## config.mk

```make
export PLATFORM = sky130hd
export DESIGN_NAME = tx_fsm
export DESIGN_NICKNAME = d
export VERILOG_FILES = /design/src/rtl/doce_tx_pkg.sv /design/src/rtl/tx_fsm.sv
export SDC_FILE = /design/constraint.sdc
export NUM_CORES = 1
export LEC_CHECK = 0
export CAP_MARGIN = 20
export CORE_AREA = 10 10 167 169
export CTS_CLUSTER_SIZE = 10
export DETAILED_ROUTE_END_ITERATION = 8
export DIE_AREA = 0 0 177 179
export GPL_TIMING_DRIVEN = 0
export MAX_ROUTING_LAYER = met4
export PLACE_DENSITY = 0.7
export SLEW_MARGIN = 20
export SYNTH_ARGS = -nofsm -noshare
export SYNTH_HDL_FRONTEND = slang
export SYNTH_SLANG_ARGS = --single-unit
```

## constraint.sdc

```tcl
create_clock -name user_clk -period 4.6 [get_ports user_clk]
set_clock_uncertainty 0.1 [all_clocks]
set_input_delay 0.46 -clock user_clk [delete_from_list [all_inputs] [get_ports user_clk]]
set_output_delay 0.46 -clock user_clk [all_outputs]
set_load 0.01 [all_outputs]
```

## src/rtl/doce_tx_pkg.sv

```systemverilog
// Shared definitions for the DoCE transmit framing FSM.
// Header field offsets are common with the receive-side extractor.
package doce_tx_pkg;

  localparam logic [3:0] ST_IDLE    = 4'b0001;
  localparam logic [3:0] ST_HEADER  = 4'b0010;
  localparam logic [3:0] ST_PAYLOAD = 4'b0100;
  localparam logic [3:0] ST_DROP    = 4'b1000;

  typedef enum logic [3:0] {
    IDLE    = ST_IDLE,
    HEADER  = ST_HEADER,
    PAYLOAD = ST_PAYLOAD,
    DROP    = ST_DROP
  } tx_state_t;

  localparam int TUSER_DROP_BIT = 2;

  localparam int HDR_SRC_LSB   = 0;
  localparam int HDR_DST_LSB   = 48;
  localparam int HDR_ETYPE_LSB = 96;
  localparam int HDR_SEQ_LSB   = 112;

  localparam int MAC_W  = 48;
  localparam int DATA_W = 128;
  localparam int KEEP_W = 16;
  localparam int USER_W = 4;

  function automatic logic [DATA_W-1:0] build_header(
    input logic [15:0]      seq,
    input logic [15:0]      etype,
    input logic [MAC_W-1:0] dst,
    input logic [MAC_W-1:0] src
  );
    logic [DATA_W-1:0] hdr;
    hdr = '0;
    hdr[HDR_SRC_LSB   +: MAC_W] = src;
    hdr[HDR_DST_LSB   +: MAC_W] = dst;
    hdr[HDR_ETYPE_LSB +: 16]    = etype;
    hdr[HDR_SEQ_LSB   +: 16]    = seq;
    return hdr;
  endfunction

endpackage

```

## src/rtl/tx_fsm.sv

```systemverilog
// Transmit framing FSM: prepends a 16-byte link header to each transport frame
// and forwards it to the router; frames flagged for drop are swallowed.
module tx_fsm
  import doce_tx_pkg::*;
#(
  parameter logic [15:0] ETHERTYPE = 16'h88B5,
  parameter int          SEQ_W     = 16
) (
  input  logic                user_clk,
  input  logic                reset,
  input  logic [DATA_W-1:0]   axi_str_tdata_from_trans,
  input  logic [KEEP_W-1:0]   axi_str_tkeep_from_trans,
  input  logic                axi_str_tvalid_from_trans,
  input  logic                axi_str_tlast_from_trans,
  input  logic [USER_W-1:0]   axi_str_tuser_from_trans,
  output logic                axi_str_tready_to_trans,
  output logic [DATA_W-1:0]   axi_str_tdata_to_router,
  output logic [KEEP_W-1:0]   axi_str_tkeep_to_router,
  output logic                axi_str_tvalid_to_router,
  output logic                axi_str_tlast_to_router,
  output logic [USER_W-1:0]   axi_str_tuser_to_router,
  input  logic                axi_str_tready_from_router,
  input  logic [MAC_W-1:0]    tx_dst_mac_addr,
  input  logic [MAC_W-1:0]    tx_src_mac_addr,
  output logic [31:0]         frames_sent,
  output logic [15:0]         frames_dropped
);

  tx_state_t           state_reg, state_next;
  logic [SEQ_W-1:0]    seq_reg;
  logic [31:0]         frames_sent_reg;
  logic [15:0]         frames_dropped_reg;
  logic [MAC_W-1:0]    dst_mac_reg;
  logic [USER_W-1:0]   tuser_reg;

  logic                latch_en;
  logic                sent_inc;
  logic                drop_inc;
  logic                drop_flag;
  logic [15:0]         seq_hdr;

  assign drop_flag = axi_str_tuser_from_trans[TUSER_DROP_BIT];

  // Header always carries a 16-bit sequence field regardless of counter width.
  generate
    if (SEQ_W >= 16) begin : g_seq_trunc
      assign seq_hdr = seq_reg[15:0];
    end else begin : g_seq_ext
      assign seq_hdr = {{(16-SEQ_W){1'b0}}, seq_reg};
    end
  endgenerate

  always_ff @(posedge user_clk) begin
    if (reset) begin
      state_reg          <= IDLE;
      seq_reg            <= '0;
      frames_sent_reg    <= '0;
      frames_dropped_reg <= '0;
      dst_mac_reg        <= '0;
      tuser_reg          <= '0;
    end else begin
      state_reg <= state_next;
      if (latch_en) begin
        dst_mac_reg <= tx_dst_mac_addr;
        tuser_reg   <= axi_str_tuser_from_trans;
      end
      if (sent_inc) begin
        seq_reg         <= seq_reg + 1'b1;
        frames_sent_reg <= frames_sent_reg + 32'd1;
      end
      if (drop_inc && (frames_dropped_reg != 16'hFFFF)) begin
        frames_dropped_reg <= frames_dropped_reg + 16'd1;
      end
    end
  end

  always_comb begin
    state_next               = state_reg;
    latch_en                 = 1'b0;
    sent_inc                 = 1'b0;
    drop_inc                 = 1'b0;
    axi_str_tready_to_trans  = 1'b0;
    axi_str_tdata_to_router  = '0;
    axi_str_tkeep_to_router  = '0;
    axi_str_tvalid_to_router = 1'b0;
    axi_str_tlast_to_router  = 1'b0;
    axi_str_tuser_to_router  = '0;

    unique case (state_reg)
      IDLE: begin
        // A non-drop first beat is only observed here; it is consumed in PAYLOAD.
        if (axi_str_tvalid_from_trans) begin
          if (drop_flag) begin
            axi_str_tready_to_trans = 1'b1;
            if (axi_str_tlast_from_trans) drop_inc = 1'b1;
            else                          state_next = DROP;
          end else begin
            latch_en   = 1'b1;
            state_next = HEADER;
          end
        end
      end
      HEADER: begin
        axi_str_tvalid_to_router = 1'b1;
        axi_str_tkeep_to_router  = '1;
        axi_str_tdata_to_router  = build_header(seq_hdr, ETHERTYPE, dst_mac_reg, tx_src_mac_addr);
        axi_str_tuser_to_router  = tuser_reg;
        if (axi_str_tready_from_router) state_next = PAYLOAD;
      end
      PAYLOAD: begin
        axi_str_tdata_to_router  = axi_str_tdata_from_trans;
        axi_str_tkeep_to_router  = axi_str_tkeep_from_trans;
        axi_str_tvalid_to_router = axi_str_tvalid_from_trans;
        axi_str_tlast_to_router  = axi_str_tlast_from_trans;
        axi_str_tuser_to_router  = tuser_reg;
        axi_str_tready_to_trans  = axi_str_tready_from_router;
        if (axi_str_tvalid_from_trans && axi_str_tready_from_router &&
            axi_str_tlast_from_trans) begin
          state_next = IDLE;
          sent_inc   = 1'b1;
        end
      end
      DROP: begin
        axi_str_tready_to_trans = 1'b1;
        if (axi_str_tvalid_from_trans && axi_str_tlast_from_trans) begin
          state_next = IDLE;
          drop_inc   = 1'b1;
        end
      end
      default: state_next = IDLE;
    endcase
  end

  assign frames_sent    = frames_sent_reg;
  assign frames_dropped = frames_dropped_reg;

endmodule

```

==> Word level (Yosys, flattened, before mapping) <==
Cells that the tools add are included.
{ "classes": {"mux": 25, "n_addsub": 3, "n_eq_ne": 10, "reduce_logical": 6} }
{ "ops": {"columns": ["cell", "count"], "rows": [
  ["128-bit one-hot mux with 2 select lines", 1],
  ["16-bit by 1-bit adder with 16-bit output (second input constant)", 2],
  ["32-bit by 1-bit adder with 32-bit output (second input constant)", 1],
  ["16-bit one-hot mux with 2 select lines", 1],
  ["4-bit 2-to-1 mux", 7],
  ["16-bit != test (second input constant)", 1],
  ["4-bit one-hot mux with 4 select lines", 1],
  ["1-bit 2-to-1 mux", 12],
  ["2-bit != test (second input constant)", 4],
  ["5-bit AND reduction", 1],
  ["4-bit by 1-bit equality test with 1-bit output (second input constant)", 1],
  ["4-bit by 2-bit equality test with 1-bit output (second input constant)", 1],
  ["4-bit by 3-bit equality test with 1-bit output (second input constant)", 1],
  ["4-bit equality test (second input constant)", 1],
  ["1-bit logical AND", 4],
  ["1-bit one-hot mux with 2 select lines", 2],
  ["3-bit != test (second input constant)", 1],
  ["1-bit one-hot mux with 3 select lines", 1],
  ["2-bit OR reduction", 1]
]} }
{ "totals": {"out_inout_bits": 199, "elab_cells": 50, "inputBits": 249, "regBits": 120} }

==> Depth between registers and ports, before layout <==
Gate-level depths: netlist (run 1).
{ "logic_depth": {"ltp_word": 5, "mapped_depth": 7, "depth_no_buf": 5} }

==> Least setup slack after synthesis (run 1) <==
Ideal clock, no wire load.
{ "synth_timing": {"kind": "reg-to-output", "start": "register state_reg[2]", "end": "output axi_str_tdata_to_router[0]", "arrival_ps": 2030, "stages_incl_launch_ff": 7, "required_ps": 4040, "n_path_buf": 4, "path_slack_ps": 2010, "cell_sequence": "dfxtp_1 > clkbuf_1 > nor4b_2 > clkbuf_1 > clkbuf_1 > clkbuf_1 > a22o_1"} }
{ "synth_via": {"elab_chain_len": 2, "word_cells_on_any_way": 3, "classes_between": "eq/ne (2); mux (1)"} }
{ "synth_lines": {"columns": ["element", "line_no", "rtl"], "rows": [
  ["from (decl)", "tx_fsm.sv:29", "tx_state_t state_reg, state_next;"],
  ["from (signal assigned)", "tx_fsm.sv:62", "state_reg <= state_next;"],
  ["4-bit by 3-bit equality test with 1-bit output or 4-bit by 2-bit equality test with 1-bit output (tied branches)", "tx_fsm.sv:89", "unique case (state_reg)"],
  ["128-bit one-hot mux with 2 select lines (*)", "tx_fsm.sv:89", null],
  ["to (decl)", "tx_fsm.sv:17", "output logic [DATA_W-1:0] axi_str_tdata_to_router,"]
]} }
Mark *: on every way between the ends. The rest lies on a longest branch, timed or not.

==> Worst setup path in the final report (run 1) <==
{ "layout_timing": {"start": "register state_reg[2]", "end": "output axi_str_tdata_to_router[10]"} }
The elaborated chain is that of the path after synthesis.

==> flow_summary_export.csv, run 1 <==
group,metric,value,unit
cells_and_area,nNetsFinal,1547,
power_and_ir_drop,power,2.83,mW
route,dr.pass1.iters,5,
setup_path,critPathSlowestCell,"clkdlybuf4s50_1",
route,antenna_left,0,
yosys,syn_area,6640,um2
global_routing,grt_max_degree,17,
place,place.port_buffers,446,
clock_tree,cts_sinks,120,
clock_tree,htreeDepth,4,
yosys,synth_ff_type,"dfxtp_1",
yosys,synth-seq-cells,120,
clock_tree,hold_buffers,0,
timing,drv_slew,0,
setup_path,cp_data_required_time,4040,ps
yosys,syn_inst,830,
status,status,"finished, final reports clean",
place,finalWeightedCongestion,0.893,
setup_path,slowest_delay,590,ps
worst_hold_path,holdPathStages,2,
clock_tree,cts_made_buffers,17,
global_routing,first_global_vias,8418,
floorplanning,core_area,24700,um2
worst_hold_path,hp-start,"tuser_reg[3]$_SDFFE_PP0P_",
yosys,yosysSeqAreaShare,0.362,
route,routed_wl,36500,um
floorplanning,fp.dieArea,31700,um2
cells_and_area,area_delta_synth_final,82.8,%
place,place_ws,-27.3,ps
floorplanning,placementRows,58,
clock_tree,cts_tree,"done",
floorplanning,fp.dieW,177,um
job,drv_cap,0,
setup_path,worstSetupStartpointType,"flop",
power_and_ir_drop,vdd_drop_max,0.000239,V
clock_tree,cts_setup_buffers,0,
setup_path,crit_path_max_fanout,10,
timing,maxSlewHeadroom,0.524,
setup_path,regToRegEndpoint,"frames_sent[2]$_SDFFE_PP0P_",
yosys,synth_edf_count,0,
global_routing,grt_pass1_wl,52200,um
timing,hold_viol,0,
timing,fin_crit_sh,0.967,
global_routing,globalRouteOverflowTotal,0,
power_and_ir_drop,power.density,233,nW/um2
cells_and_area,drive_gt1_frac,0.0405,
yosys,avgSynthCellArea,7.99,um2
route,drt_iter0_markers,576,
route,drc_errors,0,
clock_tree,ctsLongestPathBuffers,2,
timing,setup_viol,0,
global_routing,antenna_found_initial,4,
yosys,synth_nets,1082,
yosys,ys_warn_count,0,
route,wl_per_cell,22.2,um
cells_and_area,final_cells,1643,
yosys,synth-async-reset-ratio,0,
worst_hold_path,hold_class,"reg2reg",
power_and_ir_drop,p_leak,4.21,nW
clock_tree,clock_latency,410,ps
clock_tree,cts_root_buf,"clkbuf_16",
floorplanning,initial_utilization,0.268,
route,vias,8375,
floorplanning,num_io_pins,448,
timing,setup_tns,0,ps
floorplanning,die_h,179,um
worst_hold_path,holdPathEnd,"tuser_reg[3]$_SDFFE_PP0P_",
setup_path,cp-end-kind,"primary output",
global_routing,grt_usage,0.224,
route,vias_per_cell,5.10,
cells_and_area,largest_reg_flops,48,
setup_path,worstReg2RegStart,"state_reg[2]$_SDFFE_PP0P_",
setup_path,r2r_slack,1710,ps
setup_path,reg2reg_depth,7,
timing,finalCriticalPeriod,4450,ps
clock_tree,path_clk_slew,60,ps
setup_path,path_cells,"clkbuf_1 > nor4b_2 > clkbuf_2 > clkbuf_2 > clkbuf_1 > a22o_1 > clkdlybuf4s50_1",
timing,hold_slack,349,ps
timing,fmax,0.225,GHz
timing,rsz0062_at_grt,"no",
yosys,ys_types,43,
setup_path,crit_arrival,3890,ps
setup_path,path_class,"reg2out",
timing,tightest_slew,714,ps
place,place_inst,1606,
timing,setup_ws,150,ps
place,hpwl,30100,um
-- power breakdown --
part	switching (mW)	internal, mW
clock	0.520	0.830
sequential	0.0220	1.07
combinational	0.146	0.247
-- repair_timing --
item,in CTS,in global routing
setup endpoints to repair,83,2
endpoints found under the hold margin,0,0
gates resized for setup,2,2
-- critical path, delay by kind of cell, from the launching register on --
family                 cells  cell delay [ps]
DFF                        1              320
buffers and inverters      5             2280
and+or+nand+nor            1              550
AOI/OAI and AO/OA          1              320
-- synthesized netlist by cell type, types with 14 or more instances --
master    instances  area share
clkbuf_1         69       0.039
dfxtp_1         120        0.36
a22o_1          112        0.15
nand4_1          25       0.024
nor2_1           26       0.015
nor2b_1          14       0.013
or4_1            30       0.034
o31ai_1          30       0.034
a21oi_1          96       0.072
nand3_1          24       0.018
nand2_1         125       0.071
a21o_1           24       0.027
o21ai_0          14       0.011
-- cells by family after synthesis --
| logic type | Yosys count | synth area share |
|---|---|---|
| AND/OR/NAND/NOR | 314 | 0.249 |
| AO/OA/AOI/OAI | 282 | 0.299 |
| adder cells (fa/ha/maj) | 3 | 0.00566 |
| buffers and inverters | 89 | 0.0511 |
| multiplexers | 10 | 0.0170 |
| flip-flops | 120 | 0.362 |
| XOR/XNOR | 12 | 0.0158 |
-- placed cells by master, fill, tap and decap left out, types with 2 or more instances in the layout --
cell type        count
diode_2              5
a21o_1              24
xnor2_1              8
clkbuf_16           17
o31ai_1             30
a22o_1             112
or3_1               12
nor2_1              26
clkdlybuf4s50_1    446
or4_1               30
nor4_1              12
and3_1               5
a21oi_1             96
clkinvlp_4           6
ha_1                 3
and4_1              10
dfxtp_1            120
clkbuf_2             3
nand3_1             24
clkinv_4             2
nor3_1               3
or3b_2               2
mux2_2              10
nor2b_1             14
and3b_1              2
buf_2                4
buf_1                6
clkbuf_1            66
nor4b_1              2
o21ai_0             14
nor3b_1              3
inv_1               10
inv_6                2
and2_1              12
nand4_1             25
nand2_1            125
xor2_1               4
bufinv_16            2
clkbuf_8             2
-- metal layers --
| metal | up-vias | track usage | part of all wire |
|---|---|---|---|
| met5 | - | - | 0 |
| met1 | 3987 | 0.270 | 0.42 |
| met3 | 23 | 0.0499 | 0.063 |
| li1 | 4059 | - | - |
| met4 | 0 | 0.0497 | 0.012 |
| met2 | 306 | 0.376 | 0.51 |
-- final cells by class --
type | instances | area, um2
Timing Repair Buffer | 446 | 4460
Buffer | 79 | 305
Clock buffer | 19 | 453
Multi-Input combinational cell | 621 | 3890
Sequential cell | 120 | 2400
Fill cell | 2432 | 12600
Inverter | 10 | 37.5
Clock inverter | 13 | 145
Antenna cell | 5 | 12.5
Tap cell | 330 | 413
-- worst max-delay path by stage --
stage / startpoint / end / slack, ps / cells after the start
after floorplan: state_reg[2]$_SDFFE_PP0P_ / axi_str_tdata_to_router[0] / 2010 / 6
after global placement: state_reg[2]$_SDFFE_PP0P_ / axi_str_tvalid_to_router / 30 / 7
after global routing: state_reg[2]$_SDFFE_PP0P_ / axi_str_tdata_to_router[63] / 10 / 7
after detailed placement: state_reg[2]$_SDFFE_PP0P_ / axi_str_tvalid_to_router / -30 / 7
after CTS: state_reg[2]$_SDFFE_PP0P_ / axi_str_tvalid_to_router / 50 / 7
final: state_reg[2]$_SDFFE_PP0P_ / axi_str_tdata_to_router[10] / 150 / 7
-- per-stage QoR --
stage	util	instance area [um2]
detailed placement	0.465	11500
CTS	0.489	12100
global route	0.490	12100
finish	0.490	12100
global placement	0.465	11500
floorplan	-	6640
(Power assumes the default switching activity.)
==> run 2: changes to the inputs <==
--- a/config.mk
+++ b/config.mk
@@ -7,7 +7,7 @@
 export LEC_CHECK = 0
 export CAP_MARGIN = 20
 export CORE_AREA = 10 10 167 169
-export CTS_CLUSTER_SIZE = 10
+export CTS_CLUSTER_SIZE = 12
 export DETAILED_ROUTE_END_ITERATION = 8
 export DIE_AREA = 0 0 177 179
 export GPL_TIMING_DRIVEN = 0
==> results of run 2 <==
Same layout as run 1: the final DEF is identical, and so are final timing and power.
